**src/rtl/fpu_wb_scheduler.sv**
```systemverilog
// -----------------------------------------------------------------------------
// fpu_wb_scheduler
//
// Writeback-slot scheduler for the single FP register-file write port. A
// shifting reservation table books the exact future cycle in which each
// accepted FPU op (latency known at issue) or FP load (fixed latency) will
// write back. This guarantees that two results never collide on the port.
//
// Ports
//   i_clk, i_rst            clock, synchronous active-high reset
//   i_fpu_req_valid/rd/lat  FPU issue request (latency 1..DEPTH)
//   o_fpu_req_ready         FPU request accepted this cycle if valid
//   i_flush_ex              kills the FPU op issuing this cycle
//   i_ld_req_valid/rd       FP load writeback-slot request
//   o_ld_req_ready          load accepted this cycle if valid
//   o_wb_valid/rd/src       FP register write this cycle (src 1 = load)
//   o_inflight_cnt          number of occupied reservation slots
//   o_rd_pending            bit r set while any slot targets register r
//   o_lat_err               one-cycle pulse after an illegal-latency request
// -----------------------------------------------------------------------------
module fpu_wb_scheduler #(
    parameter int DEPTH      = 8,
    parameter int LD_LAT     = 2,
    parameter int STARVE_MAX = 4,
    parameter int LW         = $clog2(DEPTH) + 1
) (
    input  logic                       i_clk,
    input  logic                       i_rst,
    input  logic                       i_fpu_req_valid,
    input  logic [4:0]                 i_fpu_req_rd,
    input  logic [LW-1:0]              i_fpu_req_lat,
    output logic                       o_fpu_req_ready,
    input  logic                       i_flush_ex,
    input  logic                       i_ld_req_valid,
    input  logic [4:0]                 i_ld_req_rd,
    output logic                       o_ld_req_ready,
    output logic                       o_wb_valid,
    output logic [4:0]                 o_wb_rd,
    output logic                       o_wb_src,
    output logic [$clog2(DEPTH+1)-1:0] o_inflight_cnt,
    output logic [31:0]                o_rd_pending,
    output logic                       o_lat_err
);

    localparam int CW = $clog2(DEPTH + 1);
    localparam int SW = $clog2(STARVE_MAX + 1);

    typedef struct packed {
        logic       valid;
        logic [4:0] rd;
        logic       src;   // 0 = FPU, 1 = load
    } slot_t;

    // r_slot[k] holds the result that writes back k cycles from now.
    slot_t         r_slot     [DEPTH];
    slot_t         w_slot_nxt [DEPTH];
    logic [SW-1:0] r_starve_cnt;
    logic [SW-1:0] w_starve_nxt;
    logic [CW-1:0] r_inflight_cnt;
    logic [CW-1:0] w_inflight_nxt;
    logic          r_lat_err;

    logic w_legal;
    logic w_fpu_tgt_busy;
    logic w_fpu_free;
    logic w_ld_free;
    logic w_conflict;
    logic w_boost;
    logic w_fpu_ready;
    logic w_ld_ready;
    logic w_fpu_acc;
    logic w_ld_acc;

    // ------------------------------------------------------------------
    // Target-slot availability, judged on the pre-shift table: slot[lat]
    // moves to slot[lat-1] on the same edge that the new entry lands there.
    // ------------------------------------------------------------------
    assign w_legal = (i_fpu_req_lat != '0) && (i_fpu_req_lat <= LW'(DEPTH));

    // NOTE: every signal written in always_comb gets a default first, so no
    // path through the block can leave it unassigned and infer a latch.
    always_comb begin
        w_fpu_tgt_busy = 1'b0;
        // lat == DEPTH targets the slot that is empty after the shift,
        // so it never matches here and is always free.
        for (int k = 1; k < DEPTH; k++) begin
            if (i_fpu_req_lat == LW'(k) && r_slot[k].valid) begin
                w_fpu_tgt_busy = 1'b1;
            end
        end
    end

    assign w_fpu_free = w_legal && !w_fpu_tgt_busy;

    generate
        if (LD_LAT >= DEPTH) begin : g_ld_always_free
            assign w_ld_free = 1'b1;
        end else begin : g_ld_slot
            assign w_ld_free = !r_slot[LD_LAT].valid;
        end
    endgenerate

    // ------------------------------------------------------------------
    // Arbitration: both requesters want the same future cycle. The load
    // wins ties unless the FPU has lost STARVE_MAX times in a row.
    // ------------------------------------------------------------------
    assign w_conflict = i_fpu_req_valid && i_ld_req_valid && w_legal &&
                        (i_fpu_req_lat == LW'(LD_LAT));
    assign w_boost    = (r_starve_cnt == SW'(STARVE_MAX));

    assign w_ld_ready  = w_ld_free  && !(w_conflict &&  w_boost && w_fpu_free);
    assign w_fpu_ready = w_fpu_free && !(w_conflict && !w_boost && w_ld_free);

    assign w_fpu_acc = i_fpu_req_valid && w_fpu_ready && !i_flush_ex;
    assign w_ld_acc  = i_ld_req_valid  && w_ld_ready;

    // ------------------------------------------------------------------
    // Next-state table: shift down by one, then insert accepted requests
    // at index (latency - 1) of the shifted table.
    // ------------------------------------------------------------------
    always_comb begin
        for (int k = 0; k < DEPTH - 1; k++) begin
            w_slot_nxt[k] = r_slot[k+1];
        end
        w_slot_nxt[DEPTH-1] = '0;

        if (w_ld_acc) begin
            w_slot_nxt[LD_LAT-1] = slot_t'{valid: 1'b1, rd: i_ld_req_rd, src: 1'b1};
        end

        for (int k = 0; k < DEPTH; k++) begin
            if (w_fpu_acc && i_fpu_req_lat == LW'(k + 1)) begin
                w_slot_nxt[k] = slot_t'{valid: 1'b1, rd: i_fpu_req_rd, src: 1'b0};
            end
        end

        w_inflight_nxt = '0;
        for (int k = 0; k < DEPTH; k++) begin
            w_inflight_nxt = w_inflight_nxt + CW'(w_slot_nxt[k].valid);
        end
    end

    // Only a lost tie advances the counter; a stall on an occupied slot holds it.
    always_comb begin
        w_starve_nxt = r_starve_cnt;
        if (!i_fpu_req_valid || i_flush_ex || w_fpu_acc) begin
            w_starve_nxt = '0;
        end else if (w_fpu_free && w_conflict && !w_fpu_ready && !w_boost) begin
            w_starve_nxt = r_starve_cnt + SW'(1);
        end
    end

    // NOTE: sequential state uses non-blocking assignments only, so every
    // register samples the pre-edge values regardless of statement order.
    always_ff @(posedge i_clk) begin
        if (i_rst) begin
            // NOTE: the reservation table is reset entry by entry. In-flight
            // bookings must be discarded, and o_rd_pending/o_wb_* are driven
            // straight from it, so it cannot be left as uninitialised storage.
            for (int k = 0; k < DEPTH; k++) begin
                r_slot[k] <= '0;
            end
            r_starve_cnt   <= '0;
            r_inflight_cnt <= '0;
            r_lat_err      <= 1'b0;
        end else begin
            for (int k = 0; k < DEPTH; k++) begin
                r_slot[k] <= w_slot_nxt[k];
            end
            r_starve_cnt   <= w_starve_nxt;
            r_inflight_cnt <= w_inflight_nxt;
            r_lat_err      <= i_fpu_req_valid && !w_legal;
        end
    end

    always_comb begin
        o_rd_pending = '0;
        for (int k = 0; k < DEPTH; k++) begin
            if (r_slot[k].valid) begin
                o_rd_pending[r_slot[k].rd] = 1'b1;
            end
        end
    end

    assign o_fpu_req_ready = w_fpu_ready;
    assign o_ld_req_ready  = w_ld_ready;
    assign o_wb_valid      = r_slot[0].valid;
    assign o_wb_rd         = r_slot[0].rd;
    assign o_wb_src        = r_slot[0].src;
    assign o_inflight_cnt  = r_inflight_cnt;
    assign o_lat_err       = r_lat_err;

endmodule

```
**config.mk**
```make
export PLATFORM = sky130hd
export DESIGN_NAME = fpu_wb_scheduler
export DESIGN_NICKNAME = d
export VERILOG_FILES = /design/src/rtl/fpu_wb_scheduler.sv
export SDC_FILE = /design/constraint.sdc
export NUM_CORES = 1
export LEC_CHECK = 0
export CAP_MARGIN = 25
export CELL_PAD_IN_SITES_DETAIL_PLACEMENT = 0
export CELL_PAD_IN_SITES_GLOBAL_PLACEMENT = 1
export CORE_UTILIZATION = 24
export DETAILED_ROUTE_END_ITERATION = 16
export PLACE_DENSITY = 0.63
export SETUP_SLACK_MARGIN = 0.2
export SKIP_CTS_REPAIR_TIMING = 1
export SLEW_MARGIN = 0
export SYNTH_ARGS = -nofsm -noshare
export SYNTH_HDL_FRONTEND = slang
export SYNTH_SLANG_ARGS = --single-unit
```
**constraint.sdc**
```tcl
create_clock -name i_clk -period 6.9 [get_ports i_clk]
set_input_delay 1.38 -clock i_clk [delete_from_list [all_inputs] [get_ports i_clk]]
set_output_delay 1.38 -clock i_clk [all_outputs]
set_load 0.05 [all_outputs]
```
# After elaboration in Yosys (flattened, before gate mapping)

Memories as Yosys holds them, arrays and structs flattened.
Index checks and enable logic that the tools add are counted.

RAM bits: 56
Register bits after elaboration: 8
Output and inout bits: 46
Input port bits: 19
Memories kept: 1

Equality and inequality tests: 9
Add/subtract/negate cells: 8
$lt $le $gt $ge: 17
Reductions and logical operators: 54
Muxes and demuxes: 51
Bitwise gates (word level): 15

Memory list:

| name   | depth | bits a word | read ports | clocked after memory_dff | wr ports | line | source |
|---|---|---|---|---|---|---|---|
| r_slot | 8     | 7           | 8          | 0                        | 8        | 55   | `slot_t r_slot [DEPTH];` |

Operator list:

| kind                  | count |
|---|---|
| $mux W32              | 8 |
| $or A32 B32 Y32       | 7 |
| $mux W7               | 17 |
| $lt A5 B6 Y1 const B  | 8 |
| $logic_and A1 B1 Y1   | 41 |
| $demux W1 S5          | 8 |
| $ge A5 B1 Y1 const B  | 8 |
| $mux W1               | 18 |
| $add A4 B1 Y4         | 4 |
| $eq A4 B3 Y1 const B  | 4 |
| $logic_not A1 Y1      | 9 |
| $eq A4 B2 Y1 const B  | 2 |
| $or A1 B1 Y1          | 8 |
| $add A3 B1 Y4         | 1 |
| $eq A4 B1 Y1 const B  | 1 |
| $eq A4 B4 Y1 const B  | 1 |
| $le A4 B4 Y1 const B  | 1 |
| $reduce_bool A4 Y1    | 1 |
| $add A2 B1 Y3         | 1 |
| $add A3 B1 Y3 const B | 1 |
| $eq A3 B3 Y1 const B  | 1 |
| $add A1 B1 Y2         | 1 |
| $logic_or A1 B1 Y1    | 2 |
| $reduce_or A2 Y1      | 1 |

# Longest topological paths before layout

Gate-level depths: netlist of the first run.

Depth in word-level cells: 24
Depth in mapped cells: 17
Gate-level depth less buffers: 15

# Worst setup path before layout of the first run

Ideal clock, no wire load.

Path kind: input -> register
From: input i_fpu_req_lat[2]
To: register r_inflight_cnt[2] (netlist: o_inflight_cnt[2])
Stages: 17
Path slack: 1.696 ns
Data arrival time: 5.077 ns
Setup time: 0.128 ns
Cells stage by stage: buf_2 nor3_1 xnor2_1 nand4_1 buf_6 or3_1 buf_6 and2_1 fa_1 fa_1 fa_1 inv_1 ha_1 inv_1 fa_1 xor2_1 nor2_1

Word-level cells in the longest chain between the ends: 24
Elaborated cells between the ends (all ways): 64

Ends and longest elaborated chain:

| item                        | line    | source |
|---|---|---|
| start, declared             | 31      | `input logic [LW-1:0] i_fpu_req_lat,` |
| $eq A4 B1 Y1                | 87, 132 |  |
| $logic_and A1 B1 Y1         | 87      | `if (i_fpu_req_lat == LW'(k) && r_slot[k].valid) begin` |
| $mux W1 (7 in series)       | 87      |  |
| $logic_not A1 Y1            | 93      | `assign w_fpu_free = w_legal && !w_fpu_tgt_busy;` |
| $logic_and A1 B1 Y1         | 93      |  |
| $logic_and A1 B1 Y1         | 111     | `assign w_ld_ready = w_ld_free && !(w_conflict && w_boost && w_fpu_free);` |
| $logic_not A1 Y1            | 111     |  |
| $logic_and A1 B1 Y1         | 111     |  |
| $logic_and A1 B1 Y1         | 115     | `assign w_ld_acc = i_ld_req_valid && w_ld_ready;` |
| $mux W7                     | 127     | `if (w_ld_acc) begin` |
| $mux W7                     | 132     | `if (w_fpu_acc && i_fpu_req_lat == LW'(k + 1)) begin` |
| $add A1 B1 Y2               | 139     | `w_inflight_nxt = w_inflight_nxt + CW'(w_slot_nxt[k].valid);` |
| $add A2 B1 Y3               | 139     |  |
| $add A3 B1 Y4               | 139     |  |
| $add A4 B1 Y4 (3 in series) | 139     |  |
| $add A4 B1 Y4 *             | 139     |  |
| end signal, assigned        | 171     | `r_inflight_cnt <= w_inflight_nxt;` |
| end, declared               | 59      | `logic [CW-1:0] r_inflight_cnt;` |

Every way passes the cells marked *; elsewhere a longest branch is shown, timed or not.
A chain may end at the register's enable or synchronous reset.

# Worst setup path in the final report of the first run

From: input i_fpu_req_lat[1]
To: register r_inflight_cnt[2] (netlist: o_inflight_cnt[2])

Same word-level chain as after synthesis.

==> results.yml, run 1 <==
sta:
  setup_violations: 0
  drv_slew: 0
  fin_crit_sh_pct: 83.3
  min_period_ps: 5750
  tightest_slew_ps: 716
  hold_viol: 0
  finalClockSkew_ps: 8.19
  rsz0062_at_grt: "false"
  slew_headroom_pct: 52.1
  whs_ps: 456
  fmax_mhz: 174
  finalSetupTns_ps: 0
detailed_routing:
  routedWlPerCell_um: 26.6
  drtIter0Drc: 678
  drc: 0
  routed_wl_mm: 21.9
  first_pass_iters: 5
  ant_nets: 0
  via_per_inst: 6.36
  via_count: 5226
global_route:
  grtUsageTotal_pct: 23.3
  overflow: 0
  grt_max_degree: 43
  antenna_found_initial: 0
  grt_pass1_vias: 5009
  grt_pass1_wl_mm: 31.8
job:
  maxCapViolCount: 0
setup_path:
  crit_path_frequent_cell: "fa_1"
  path_cells: "clkdlybuf4s50_1, mux2_4, a32oi_1, nand4_1, buf_4, or3_1, and2_1, fa_1, fa_1, fa_1, inv_1, ha_1, inv_1, fa_1, xor2_1, nor2_1"
  cp.arrival_ps: 5940
  cpMaxStageDelayCell: "clkdlybuf4s50_1"
  crit_type: "input pin to flip-flop"
  worstPathRequired_ps: 7090
  startpoint_type: "input pin"
  worstPathMaxFanout: 21
  critPathMaxStageDelay_ps: 680
  crit_family: "adder cells"
  endpoint_kind: "flip-flop"
  critPathBufInv: 4
finish:
  finalNetCount: 616
  synthToLayoutAreaGrowth_pct: 24.1
  final_cells: 822
  drive_gt1_share_pct: 5.90
  fin_area_sq_mm: 0.00543
  multi_input_area_sq_mm: 0.00292
  ff_latch_area_sq_mm: 0.00116
  antenna_cells: 0
  nFillCells: 1903
floorplan:
  initial_core_util_pct: 24.4
  core_sq_mm: 0.0179
  core.rowCount: 49
  design.die.area_sq_mm: 0.0188
  ios: 65
  fp.dieW_um: 137
  die_h_um: 137
synth:
  synth_warnings: 0
  yosysUniqueCellTypes: 45
  synthCells: 562
  avgSynthCellArea_sq_um: 7.78
  async_flop_share_pct: 0
  post-synth-top-count-cell: "o22ai_1"
  synth_top_area_cell: "dfxtp_1"
  synthTopCellsByArea: "dfxtp_1 27%, o22ai_1 18%, nand3b_1 7.2%, mux2i_1 6.9%, or4_1 5.8%"
  syn-num-nets: 590
  synth_ff_type: "dfxtp_1"
  yosys.area.top_type_share_pct: 26.5
  mappedNetlistArea_sq_mm: 0.00437
  synth_seq_cells: 58
  synth_edf_count: 0
  synthTopCellsByCount: "128 x o22ai_1, 58 x dfxtp_1, 49 x nand2_1, 42 x nand3b_1, 37 x clkbuf_1"
  ys_seq_area_share_pct: 26.5
placed_design:
  io_buffers: 64
  dp_hpwl_mm: 14.9
  dp_cells: 806
  gp_congestion: 0.943
  place_area_sq_mm: 0.00508
clock_network:
  cts_buffer_depth: 2
  cts_root_buffer: "clkbuf_16"
  cts_tree: "yes"
  clock_latency_ps: 330
  path_clk_slew_ps: 50
  cts.sinks: 58
  numCtsBuffers: 9
  htreeDepth: 3
pwr:
  power_density_mw_per_mm2: 179
  power.leakage_nw: 1.87
  irDropWorstVdd_uv: 118
run_status:
  status: "finished clean"
worst_hold_path:
  hp-class: "flip-flop to flip-flop"
==> registers in the layout, indices dropped and copies added, names as in the netlist <==
| name | flops |
|---|---|
| o_lat_err | 1 |
| o_inflight_cnt | 4 |
| r_starve_cnt | 3 |
| r_slot | 50 |
==> through the flow <==
stage / util [%] / setup WS (ps) / total power, mW
after floorplan: - / 1700 / 0.416
after global routing: 30.3 / 915 / 1.00
after global placement: 28.4 / 891 / 0.453
final: 30.3 / 1150 / 0.973
after detailed placement: 28.4 / 820 / 0.453
after CTS: 30.3 / 1160 / 0.979
==> routing by layer <==
layer | global-route usage, % | part of all wire (%)
met1 | 30.4 | 41
met2 | 35.7 | 43
met3 | 5.89 | 11
met4 | 10.6 | 4.8
met5 | 0.556 | 0
==> cell families (layout without fill, tap and decap cells) <==
| family | after synthesis | count (layout) | synth area share [%] |
|---|---|---|---|
| AND/OR/NAND/NOR | 240 | 240 | 33.2 |
| AO/OA/AOI/OAI | 157 | 157 | 22.7 |
| buffers and inverters | 65 | 96 | 6.66 |
| flip-flops | 58 | 58 | 26.5 |
| multiplexers | 31 | 31 | 7.21 |
| adder cells (fa/ha/maj) | 9 | 9 | 3.26 |
| XOR/XNOR | 2 | 2 | 0.401 |
==> area by class of cell <==
class / count / area share [%]
Inverter: 14 / 0.968
Multi-Input combinational cell: 439 / 53.8
Sequential cell: 58 / 21.4
Clock inverter: 5 / 1.84
Timing Repair Buffer: 66 / 12.1
Clock buffer: 11 / 4.65
Tap cell: 229 / 5.28
==> placed cells by master (no fill, tap or decap), types with 2 or more instances in the layout <==
master	netlist	routed
a21oi_1	12	12
a31o_1	5	5
and2_1	12	12
and3_1	3	3
buf_4	0	2
bufinv_16	0	3
clkbuf_16	0	9
clkbuf_8	0	2
clkdlybuf4s50_1	0	64
clkinv_2	0	2
dfxtp_1	58	58
fa_1	4	4
ha_1	5	5
inv_1	14	14
mux2i_1	30	30
nand2_1	49	49
nand2b_1	3	3
nand3_1	18	18
nand3b_1	42	42
nor2_1	24	24
nor2b_1	4	4
nor3_1	2	2
nor3b_1	5	5
nor4_1	6	6
o22ai_1	128	128
o31ai_1	5	5
or3_1	17	17
or3b_2	14	14
or4_1	34	34
==> where the power goes <==
| group | switching [mW] | internal (mW) | leakage (nW) |
|---|---|---|---|
| Combinational | 0.0612 | 0.0352 | 1.23 |
| Sequential | 0.0102 | 0.341 | 0.470 |
| Clock | 0.155 | 0.371 | 0.176 |
==> final timing paths <==
kind / from / endpoint / slack, ps / cells past startpoint
setup / recovery: i_fpu_req_lat[1] / o_inflight_cnt[2] / 1150 / 16
hold / removal: r_slot[1][0] / r_slot[0][0] / 460 / 1
setup reg to reg: r_slot[4][6] / o_inflight_cnt[2] / 2550 / 15
hold reg to reg: r_slot[1][0] / r_slot[0][0] / 460 / 1
Power figures use the tool's default switching activity.
==> run 2, diff against run 1 <==
Clock period 6.9 ns to 5.65 ns, I/O delays scaled along.
==> run 2 against run 1 <==
Net effect:
- sequential share of layout area about the same
- critical path depth is 1 lower
- clock skew fell by 2.1 ps
- combinational power is 24% higher
- routed wire length increased by 0.32%
- sequential cell count did not move
- utilization is 0.063 points lower
- critical path type unchanged
- critical endpoint unchanged
- largest power group unchanged
==> results.yml, run 2 (synthesis gave the netlist of run 1 again) <==
run_status:
  status: "finished clean"
sta:
  fmax_mhz: 197
  min_period_ps: 5070
  finalSetupTns_ps: 0
  drv_slew: 0
  slew_headroom_pct: 52.5
  tightest_slew_ps: 711
  hold_viol: 0
  setup_violations: 0
  rsz0062_at_grt: "false"
  finalClockSkew_ps: 6.05
  fin_crit_sh_pct: 89.7
setup_path:
  crit_type: "input pin to flip-flop"
  startpoint_type: "input pin"
  endpoint_kind: "flip-flop"
  cp.arrival_ps: 5260
  worstPathRequired_ps: 5840
  worstPathMaxFanout: 9
finish:
  final_cell_mix: "128 x o22ai_1, 62 x clkdlybuf4s50_1, 58 x dfxtp_1"
  utilization_pct: 30.3
  mostFrequentLayoutCell: "o22ai_1"
  regMostFlops: "r_slot"
  antenna_cells: 0
  finalNetCount: 619
  fin_area_sq_mm: 0.00542
  largest_register_ffs: 50
  drive_gt1_share_pct: 6.54
  final_cells: 825
  synthToLayoutAreaGrowth_pct: 23.9
global_route:
  overflow: 0
  grt_max_degree: 30
  grt_pass1_wl_mm: 31.9
  antenna_found_initial: 0
  grt_pass1_vias: 5066
  grtUsageTotal_pct: 23.4
floorplan:
  design.die.area_sq_mm: 0.0188
  fp.dieW_um: 137
  die_h_um: 137
  core.rowCount: 49
  initial_core_util_pct: 24.4
  ios: 65
  core_sq_mm: 0.0179
clock_network:
  cts_buffer_depth: 2
  htreeDepth: 3
  numCtsBuffers: 9
  cts.sinks: 58
  path_clk_slew_ps: 50
  cts_root_buffer: "clkbuf_16"
  clock_latency_ps: 330
  cts_tree: "yes"
detailed_routing:
  drc: 0
  drtIter0Drc: 635
  via_per_inst: 6.24
  routed_wl_mm: 21.9
  via_count: 5147
  first_pass_iters: 8
  ant_nets: 0
  routedWlPerCell_um: 26.6
placed_design:
  dp_cells: 809
  dp_hpwl_mm: 15.1
  gp_congestion: 0.974
  place_area_sq_mm: 0.00510
  io_buffers: 64
pwr:
  power.leakage_nw: 1.87
  power_density_mw_per_mm2: 208
  total_power_mw: 1.13
  irDropWorstVdd_uv: 172
worst_hold_path:
  hp-class: "flip-flop to flip-flop"
job:
  maxCapViolCount: 0
-- run 2: cell types whose count changed in the layout (fill, tap and decap cells not counted) --
cell             delta
buf_4               +4
clkdlybuf4s50_1     -2
clkbuf_8            -2
dlymetal6s2s_1      +1
clkinv_4            +1
clkinvlp_4          +2
bufinv_16           -1
-- run 2: worst paths after layout --
check	slack, ps	endpoint	start	depth (start not counted)
worst min register to register	460	r_slot[0][0]	r_slot[1][0]	1
worst max register to register	1650	o_inflight_cnt[2]	r_slot[6][6]	14
worst max-delay path	580	o_inflight_cnt[2]	i_fpu_req_lat[2]	15
worst min-delay path	460	r_slot[0][0]	r_slot[1][0]	1
-- run 2: per-stage QoR --
step / setup WS [ps] / hold WS [ps]
after floorplan: 696 / 442
after global placement: 290 / 455
after detailed placement: 145 / 456
after CTS: 455 / 463
after global routing: 256 / 488
final: 583 / 461
-- run 2: layout make-up --
type	instances	area [sq um]
Inverter	14	52.6
Fill cell	1934	12500
Multi-Input combinational cell	439	2920
Sequential cell	58	1160
Clock buffer	9	225
Timing Repair Buffer	69	678
Clock inverter	7	93.8
Tap cell	229	287
-- run 2: routing by layer --
metal / routed length, um / global-route usage (%) / up-vias
met5: 0 / 0 / -
met4: 1020 / 10.7 / 0
met3: 2030 / 4.11 / 82
met2: 9310 / 35.9 / 392
met1: 9590 / 31.7 / 2438
li1: - / - / 2235
-- run 2: critical path: stages --
cell and delay [ps]:
clkdlybuf4s50_1 560, nor3_1 340, xnor2_1 190, nand4_1 160, or3_1 400, and2_1 190
fa_1 480, fa_1 530, fa_1 420, inv_1 80, ha_1 170, inv_1 60
fa_1 370, xor2_1 140, nor2_1 50
-- run 2: power breakdown --
part / internal (mW) / switching (mW) / total, mW
logic: 0.0428 / 0.0769 / 0.120
registers: 0.417 / 0.0123 / 0.429
clock network: 0.384 / 0.192 / 0.577
total: 0.844 / 0.281 / 1.13
